[config.mk]
export PLATFORM = sky130hd
export DESIGN_NAME = instr_issue_unit
export DESIGN_NICKNAME = d
export VERILOG_FILES = /design/src/rtl/instr_issue_unit.sv
export SDC_FILE = /design/constraint.sdc
export NUM_CORES = 1
export LEC_CHECK = 0
export ABC_AREA = 1
export BUFFER_PORTS_ARGS = -buffer_cell sky130_fd_sc_hd__buf_4
export CAP_MARGIN = 20
export CORE_ASPECT_RATIO = 1.4
export CORE_UTILIZATION = 28
export DETAILED_ROUTE_END_ITERATION = 7
export HOLD_SLACK_MARGIN = 0.1
export PLACE_DENSITY = 0.45
export SETUP_SLACK_MARGIN = 0.05
export SYNTH_ARGS = -nofsm -noshare
export SYNTH_HDL_FRONTEND = slang
export SYNTH_SLANG_ARGS = --single-unit
[constraint.sdc]
create_clock -name CLK -period 5.4 [get_ports CLK]
set_clock_uncertainty 0.05 [all_clocks]
set_input_delay 0.27 -clock CLK [delete_from_list [all_inputs] [get_ports CLK]]
set_output_delay 0.27 -clock CLK [all_outputs]
set_load 0.01 [all_outputs]
[src/rtl/instr_issue_unit.sv]
// Instruction sequencer for the 4-bit ALU: program memory, 4x4 register file, fetch/issue/writeback FSM.
// Optional single-step mode is enabled by defining SINGLE_STEP_EN.
module instr_issue_unit #(
  parameter int DEPTH = 16,
  parameter int AW    = 4
) (
  input  logic          CLK,
  input  logic          rst_n,
`ifdef SINGLE_STEP_EN
  input  logic          step,
`endif
  input  logic          prog_we,
  input  logic [AW-1:0] prog_addr,
  input  logic [8:0]    prog_data,
  input  logic          reg_we,
  input  logic [1:0]    reg_waddr,
  input  logic [3:0]    reg_wdata,
  input  logic          start,
  input  logic [AW:0]   prog_len,
  output logic [2:0]    alu_sel,
  output logic [3:0]    alu_rs,
  output logic [3:0]    alu_rt,
  input  logic [3:0]    alu_rd,
  output logic          busy,
  output logic          done,
  input  logic [1:0]    dbg_addr,
  output logic [3:0]    dbg_data
);

  typedef enum logic [2:0] {
    S_IDLE, S_FETCH, S_ISSUE, S_WB, S_DONE
`ifdef SINGLE_STEP_EN
    , S_STALL
`endif
  } state_t;

  state_t        state, state_nxt;
  logic [AW-1:0] pc;
  logic [8:0]    ir;
  logic [AW:0]   len;
  logic [3:0]    regs [4];
  logic [8:0]    imem [DEPTH];
  logic [AW:0]   len_clamped;
  logic          last;

  assign len_clamped = (prog_len > (AW+1)'(DEPTH)) ? (AW+1)'(DEPTH) : prog_len;
  // Only meaningful in WB, where len is at least 1.
  assign last        = ({1'b0, pc} == (len - 1'b1));
  assign dbg_data    = regs[dbg_addr];

`ifdef SINGLE_STEP_EN
  logic last_q;
`endif

  always_ff @(posedge CLK or negedge rst_n) begin
    if (!rst_n) state <= S_IDLE;
    else        state <= state_nxt;
  end

  always_comb begin
    state_nxt = state;
    busy      = 1'b0;
    done      = 1'b0;
    case (state)
      S_IDLE:  if (start) state_nxt = (prog_len == '0) ? S_DONE : S_FETCH;
      S_FETCH: begin busy = 1'b1; state_nxt = S_ISSUE; end
      S_ISSUE: begin busy = 1'b1; state_nxt = S_WB; end
      S_WB: begin
        busy = 1'b1;
`ifdef SINGLE_STEP_EN
        state_nxt = S_STALL;
`else
        state_nxt = last ? S_DONE : S_FETCH;
`endif
      end
`ifdef SINGLE_STEP_EN
      S_STALL: begin
        busy = 1'b1;
        if (step) state_nxt = last_q ? S_DONE : S_FETCH;
      end
`endif
      S_DONE:  begin done = 1'b1; state_nxt = S_IDLE; end
      default: state_nxt = S_IDLE;
    endcase
  end

  // Program memory keeps its contents across reset.
  always_ff @(posedge CLK) begin
    if (state == S_IDLE && prog_we) imem[prog_addr] <= prog_data;
  end

  always_ff @(posedge CLK or negedge rst_n) begin
    if (!rst_n) begin
      pc      <= '0;
      ir      <= '0;
      len     <= '0;
      alu_sel <= '0;
      alu_rs  <= '0;
      alu_rt  <= '0;
      for (int i = 0; i < 4; i++) regs[i] <= '0;
`ifdef SINGLE_STEP_EN
      last_q  <= 1'b0;
`endif
    end else begin
      case (state)
        S_IDLE: begin
          if (reg_we) regs[reg_waddr] <= reg_wdata;
          if (start) begin
            len <= len_clamped;
            pc  <= '0;
          end
        end
        S_FETCH: ir <= imem[pc];
        S_ISSUE: begin
          alu_sel <= ir[8:6];
          alu_rs  <= regs[ir[3:2]];
          alu_rt  <= regs[ir[1:0]];
        end
        S_WB: begin
          regs[ir[5:4]] <= alu_rd;
          pc            <= pc + 1'b1;
`ifdef SINGLE_STEP_EN
          last_q        <= last;
`endif
        end
        default: ;
      endcase
    end
  end

endmodule

======== Yosys cells after proc, flatten, opt, wreduce, memory -nomap -nowiden ========
Memories as Yosys holds them, arrays and structs flattened. A register that Yosys moved wholly into a read port is not among the register bits.
Index checks and enable logic that the tools add are counted.
operators by class
  bitwise gates (word level) .............. 5
  $add $sub $neg .......................... 2
  equal/unequal tests ..................... 7
  mux-type cells .......................... 28
  $lt $le $gt $ge ......................... 8
  reductions and logical operators ........ 11
operators by type and width
  cell                                                         number
  two-way mux 4 bit                                            9
  bitwise mux 16 bit                                           2
  one-hot mux 16 bit (2 select lines)                          1
  binary-select mux 4 bit (select 2 bit)                       3
  demux 4 bit (select 2 bit)                                   2
  two-way mux 16 bit                                           1
  greater-or-equal comparator 3 bit (second input constant)    5
  NOT 2 -> 3 bit                                               5
  one-hot mux 3 bit (4 select lines)                           1
  two-way mux 3 bit                                            3
  one-hot mux 4 bit (2 select lines)                           1
  == test 3 x 2 -> 1 bit (second input constant)               2
  less-than comparator 3 x 1 -> 1 bit (second input constant)  2
  AND reduction 2 bit                                          3
  == test 4 x 5 -> 1 bit                                       1
  > comparator 5 bit (second input constant)                   1
  zero test 5 bit                                              1
  two-way mux 5 bit                                            1
  subtractor 5 x 1 -> 5 bit (second input constant)            1
  adder 4 x 1 -> 4 bit (second input constant)                 1
  two-way mux 1 bit                                            4
  inequality test 2 bit (second input constant)                2
  == test 3 x 1 -> 1 bit (second input constant)               1
  == test 3 bit (second input constant)                        1
  other kinds (5)                                              7
storage, ports and cells
  logic and storage cells ................. 72
  memories ................................ 1
  register bits after elaboration ......... 39
  output and inout bits ................... 17
  memory bits (writable) .................. 144
memory list
  name  words  bits a word  read ports  clocked after memory_dff  write ports  RTL line  source
  imem  16     9            1           1                         1            42        logic [8:0] imem [DEPTH];

======== Logic depth before layout (Yosys ltp) ========
Gate-level depths: netlist of the first run.
  word-level depth ........................ 8
  gate-level depth with buffers ........... 11
  mapped depth without buffers ............ 10

======== Least setup slack after synthesis of the first run ========
Ideal clock, no wire load.
  kind .................................... reg2reg
  start ................................... register state[1]
  end ..................................... memory imem[10][0] (enable)
  setup time .............................. 0.374 ns
  cell stages (with the launch flop) ...... 6
  required time ........................... 4.976 ns
  buffers on the path ..................... 0
  data arrival time ....................... 1.419 ns
  setup slack ............................. 3.556 ns
  cell sequence ........................... dfrtp_1 -> nor2_1 -> nand2_1 -> nor2_1 -> nand3_1 -> nor2_1
between the ends
  longest elaborated chain between the ends .. 4
ends and longest elaborated chain
  what                                     RTL line  source
  start, declared                          37        state_t state, state_nxt;
  start signal, assigned                   57        else state <= state_nxt;
  zero test 3 bit                          89        if (state == S_IDLE && prog_we) imem[prog_addr] <= prog_data;
  logical AND 1 bit                        89
  two-way mux 1 bit                        89
  two-way mux 1 bit (not written as such)  89
  end, declared                            42
Every way passes these cells.

======== Final worst setup path of the first run ========
  start ................................... register state[1]
  end ..................................... memory imem[10][5] (enable)
Same word-level chain as after synthesis.

==> results of run 1 <==
-- synth_stat cells --
master / number / area share [%]
ha_1: 2 / 0.29
clkbuf_1: 13 / 0.57
edfxtp_1: 144 / 51
o21ai_1: 2 / 0.12
dfrtp_1: 48 / 14
o21ai_0: 40 / 2.4
nor3_2: 2 / 0.24
nor2_1: 44 / 1.9
nor2_2: 1 / 0.073
nand2_2: 5 / 0.37
buf_4: 8 / 0.71
nand3_1: 114 / 6.7
inv_1: 39 / 1.7
a22oi_4: 1 / 0.25
buf_1: 3 / 0.13
a21oi_1: 25 / 1.5
buf_2: 11 / 0.65
clkinv_1: 1 / 0.044
inv_2: 9 / 0.40
nand3_2: 4 / 0.47
o22ai_1: 17 / 1.2
xor2_1: 1 / 0.10
xnor2_1: 1 / 0.10
buf_6: 1 / 0.13
nand4_1: 3 / 0.22
nand2_1: 337 / 15
-- path summary, 6_finish.rpt --
| path | cells after the start | endpoint |
|---|---|---|
| max | 5 | imem[10][5] |
| min | 1 | imem[2][8] |
| max reg2reg | 5 | imem[10][5] |
| min reg2reg | 2 | alu_sel[0] |
| max in group asynchronous | 2 | pc[0] |
| min in group asynchronous | 2 | regs[11] |
-- routing by layer --
| layer | wire [um] | share of wire, % | vias up |
|---|---|---|---|
| li1 | - | - | 3050 |
| met1 | 9360 | 41 | 2937 |
| met2 | 12300 | 54 | 120 |
| met3 | 701 | 3.1 | 29 |
| met4 | 550 | 2.4 | 0 |
| met5 | 0 | 0 | - |
-- final cells by class --
class                           instances  area, um2  area share, %
Clock inverter                         15        149           1.50
Multi-Input combinational cell        599       2620           26.5
Inverter                               49        184           1.86
Tap cell                              385        482           4.86
Timing Repair Buffer                   66        518           5.23
Sequential cell                       192       5530           55.8
Clock buffer                           17        425           4.29
-- what timing repair did --
| item | in CTS | in global routing |
|---|---|---|
| endpoints found under the setup margin | 0 | 0 |
| hold buffers | 9 | 0 |
| endpoints found under the hold margin | 54 | 0 |
-- metrics by stage --
step | cells | area [um2] | hold WS, ns
2_1_floorplan | 876 | 8520 | -0.0756
3_3_place_gp | 1282 | 9240 | 0.305
3_5_place_dp | 1282 | 9240 | 0.306
4_1_cts | 1323 | 9910 | 0.102
5_1_grt | 1323 | 9910 | 0.114
6_report | 1323 | 9910 | 0.121
-- logic make-up (layout without fill, tap and decap cells) --
group	Yosys count	in the layout	synth area share [%]
flops	192	192	64.9
buf+inv	85	147	4.35
fa+ha+maj	2	2	0.294
compound gates	85	85	5.43
simple gates	510	510	24.9
xor+xnor	2	2	0.206
-- flip-flops by register name, summed over array words and instances (netlist names) --
name and count:
len 5, imem 144, alu_rt 4, state 3, ir 9, alu_sel 3, alu_rs 4, regs 16
pc 4
-- power groups by stage --
stage | logic, uW | clock network, uW | registers [uW]
after floorplan | 1140 | 0 | 1880
after global placement | 1580 | 0 | 1950
after detailed placement | 1580 | 0 | 1950
after CTS | 1600 | 1270 | 1920
after global routing | 1780 | 1330 | 1950
final | 1570 | 1230 | 1920
==> flow_metrics.tcl, run 1 <==
set metrics [dict create \
    hpwl_um 15300 \
    hold_path_class "in2reg" \
    rows 75 \
    clock_path_buffers 2 \
    timing.critical_path.slowest_cell_delay_ns 0.76 \
    p_comb_share_pct 33.2 \
    final.period_utilization_pct 46.1 \
    final_core_util_pct 33.1 \
    num_vias 6136 \
    crit_type "reg2reg" \
    rsz0062_at_grt "no" \
    irDropWorstVdd_mv 0.208 \
    die_w_um 149 \
    core_area_mm2 0.0299 \
    r2r_slack_ns 2.91 \
    clock-sinks 192 \
    seq_area_frac_synth_pct 64.9 \
    drive_above_1_share_pct 11.8 \
    gp_congestion 0.802 \
    finalSetupTns_ns 0 \
    max_cap_viol_count 0 \
    die-area_mm2 0.0311 \
    grt_pass1_vias 6201 \
    finalHoldViolCount 0 \
    antennaDiodeCount 0 \
    clk_pin_slew_ns 0.07 \
    cts_buffers 17 \
    power_uw 4720 \
    ant_nets 0 \
    cp-startpoint "state[1]" \
    cts_root_buf "clkbuf_16" \
    swShare_pct 38.6 \
    pin_count 52 \
    ys_seq_elements 192 \
    p_per_area_mw_per_mm2 477 \
    netSwitchingPower_uw 1820 \
    synth_cell_types 26 \
    cts_setup_buffers 0 \
    firstDrtPassIters 5 \
    ctsResizeCount 0 \
    drc 0 \
    grt_util_met1_pct 17.4 \
    layout.cells.most_common "nand2_1" \
    start_kind "register" \
    final_net_count 962 \
    grt_overflow 0 \
    syn_inst 876 \
    post_synth.cell_area_avg_um2 9.72 \
    seqPwrFrac_pct 40.7 \
    p_clk_share_pct 26.1 \
    grt_util_met2_pct 28.3 \
    crit_slowest_cell "nor2_1" \
    busiest_layer "met2" \
    track_usage_pct 15.4 \
    htreeDepth 4 \
    worstPathMaxFanout 9 \
    die_h_um 208 \
    hp-start "prog_data[8]" \
    critPathTopFamily "simple AND/OR/NAND/NOR gates" \
    fmax_ghz 0.402 \
    routed_via_density 4.64 \
    finalSetupViolations 0 \
    r2r-start "state[1]" \
    p_leak_uw 0.00404 \
    worstSetupEndpointType "register" \
    antenna_found_initial 0 \
    clock_latency_ns 0.44 \
    crit_arrival_ns 2.49 \
    syn-num-nets 913 \
    yosysWarnings 0 \
    routedWlPerCell_um 17.3 \
    synthToLayoutAreaGrowth_pct 16.3 \
    grt_pass1_wl_um 35200 \
    path_common_cell "nor2_1" \
    grt_max_degree 52 \
    cp.required_ns 5.40 \
    synthesis.area_mm2 0.00852 \
    path_buf_inv 0 \
    fin_ws_ns 2.91 \
    drtIter0Drc 319 \
    timing.slew.headroom_pct 32.6 \
    period_needed_ns 2.49 \
    fill_cells 3083 \
    place_ws_ns 2.86 \
    routed_wl_um 22900 \
    timing_worst_slew_pin_value_ns 1.01 \
    path_cells "nor2_1, nand2_1, nor2_1, nand3_1, nor2_1" \
    io_buffers 51 \
    mostFrequentLayoutCells "nand2_1, edfxtp_1, nand3_1, buf_4, dfrtp_1" \
    p_int_uw 2900 \
    start_util_pct 28.5 \
    cts_tree "built" \
    met3_usage_pct 2.54 \
    outcome "complete, no violations" \
    finalMaxSlewViolations 0 \
]
Power figures use the tool's default switching activity.
==> run 2, diff against run 1 <==
==> constraint.sdc (replaced) <==
create_clock -name CLK -period 2.5 [get_ports CLK]
set_clock_uncertainty 0.05 [all_clocks]
set_input_delay 0.125 -clock CLK [delete_from_list [all_inputs] [get_ports CLK]]
set_output_delay 0.125 -clock CLK [all_outputs]
set_load 0.01 [all_outputs]
==> run 2 against run 1 <==
Net effect: clock-buffer cell count did not move; critical path depth rose by 3; core utilization rose by 1.4 points; critical endpoint is now regs[9]; combinational power rose by 130%; flip-flop and latch count did not move; die area did not move; register-to-register slack got worse by 2.7 ns; design area rose by 4.1%.
==> flow_metrics.tcl, run 2 (synthesized netlist as in run 1, its figures left out) <==
set metrics [dict create \
    wl_met1_um 9550 \
    firstDrtPassIters 5 \
    multi_input_area_mm2 0.00262 \
    top_regs "imem: 144 flops, regs: 16 flops, ir: 9 flops" \
    start_util_pct 28.5 \
    r2r_slack_ns 0.22 \
    die_w_um 149 \
    crit_arrival_ns 2.60 \
    routed_via_density 4.55 \
    pin_count 52 \
    hpwl_um 15900 \
    rsz0062_at_grt "no" \
    layout.cells.most_common "nand2_1" \
    timing.slew.headroom_pct 55.6 \
    synthToLayoutAreaGrowth_pct 21.1 \
    start_kind "register" \
    io_buffers 51 \
    num_vias 6218 \
    final.period_utilization_pct 91.2 \
    clock_latency_ns 0.44 \
    cp.required_ns 2.82 \
    final_cell_area_mm2 0.0103 \
    p_leak_uw 0.00426 \
    drc 0 \
    final_net_count 1006 \
    largest_reg_flops 144 \
    p_per_area_mw_per_mm2 1000 \
    finalSetupTns_ns 0 \
    ant_nets 0 \
    crit_type "reg2reg" \
    cts_buffers 17 \
    drtIter0Drc 408 \
    clock_path_buffers 2 \
    regMostFlops "imem" \
    routedWlPerCell_um 17.1 \
    final_core_util_pct 34.5 \
    dr.max_layer_used "met4" \
    fill_cells 3038 \
    core_area_mm2 0.0299 \
    wl_met3_um 838 \
    grt_overflow 0 \
    worstPathMaxFanout 13 \
    cts_root_buf "clkbuf_16" \
    timing.critical_path.slowest_cell_delay_ns 0.55 \
    fmax_ghz 0.439 \
    finalSetupViolations 0 \
    wl_met2_um 12400 \
    period_needed_ns 2.28 \
    path_cells "inv_2, nand3_2, inv_2, nand3_2, a22oi_4, nand2_1, dlygate4sd3_1, o21ai_0" \
    grt_pass1_wl_um 36100 \
    max_cap_viol_count 0 \
    path_buf_inv 3 \
    crit_slowest_cell "dlygate4sd3_1" \
    routed_wl_um 23400 \
    cts_tree "built" \
    critPathTopFamily "buffers and inverters" \
    irDropWorstVdd_mv 0.410 \
    clk_pin_slew_ns 0.07 \
    track_usage_pct 15.8 \
    grt_max_degree 49 \
    htreeDepth 4 \
    grt_pass1_vias 6245 \
    drive_above_1_share_pct 13.3 \
    gp_congestion 0.828 \
    hold_path_class "in2reg" \
    finalMaxSlewViolations 0 \
    placed_area_mm2 0.00941 \
    worstSetupEndpointType "register" \
    outcome "complete, no violations" \
    die-area_mm2 0.0311 \
    cts_setup_buffers 0 \
    die_h_um 208 \
    finalHoldViolCount 0 \
    seq_area_mm2 0.00553 \
    mostFrequentLayoutCells "nand2_1, edfxtp_1, nand3_1, buf_4, dfrtp_1" \
    antennaDiodeCount 0 \
    rows 75 \
    timing_worst_slew_pin_value_ns 0.666 \
    antenna_found_initial 0 \
    clock-sinks 192 \
]
-- run 2: cell count changes in the layout (fill, tap and decap cells not counted) --
cell / before / now
clkinvlp_4: 2 / 3
buf_4: 57 / 76
inv_6: 4 / 3
clkinv_8: 0 / 1
dlygate4sd3_1: 9 / 33
clkinvlp_2: 1 / 0
buf_12: 0 / 1
inv_8: 3 / 4
clkinv_4: 3 / 1
-- run 2: worst paths after layout --
kind,start,to,depth (start not counted)
setup reg to reg,state[2],regs[9],8
max in group asynchronous,rst_n,pc[0],2
hold reg to reg,alu_sel[0],alu_sel[0],2
min in group asynchronous,rst_n,len[4],2
hold / removal,reg_wdata[1],regs[13],5
setup / recovery,state[2],regs[9],8
-- run 2: area by class of cell --
type	count	area share [%]
inverter	49	1.78
clock buffer	17	4.12
clock inverter	14	1.48
sequential	192	53.6
multi-input combinational	599	25.4
tap	385	4.67
timing repair buffer	110	8.93
-- run 2: metal layers --
| layer | up-vias | global-route usage [%] |
|---|---|---|
| li1 | 3137 | - |
| met1 | 2924 | 18.6 |
| met2 | 130 | 28.2 |
| met3 | 27 | 2.72 |
| met4 | 0 | 5.63 |
| met5 | - | 0 |
-- run 2: power breakdown --
group	internal, uW	switching [uW]
logic	1190	2380
clock network	1410	1280
registers	3770	310
total	6370	3970
-- run 2: metrics by stage --
| stage | cells | setup WS [ns] | hold WS [ns] | total power, uW |
|---|---|---|---|---|
| 2_1_floorplan | 876 | 0.656 | -0.221 | 6520 |
| 3_3_place_gp | 1302 | 0.377 | 0.156 | 7710 |
| 3_5_place_dp | 1302 | 0.383 | 0.160 | 7710 |
| 4_1_cts | 1366 | 0.208 | 0.103 | 10500 |
| 5_1_grt | 1366 | 0.0523 | 0.138 | 11100 |
| 6_report | 1366 | 0.220 | 0.113 | 10300 |
-- run 2: repair_timing --
action,in CTS,in global routing
resized for setup,0,0
hold buffers,33,0
hold endpoints to repair,210,0
setup endpoints to repair,0,0
-- run 2: worst reg2reg max path: stages (launching register included) --
cell and delay (ns):
dfrtp_1 0.43, inv_2 0.10, nand3_2 0.30, inv_2 0.23, nand3_2 0.16, a22oi_4 0.25, nand2_1 0.07, dlygate4sd3_1 0.55
o21ai_0 0.07
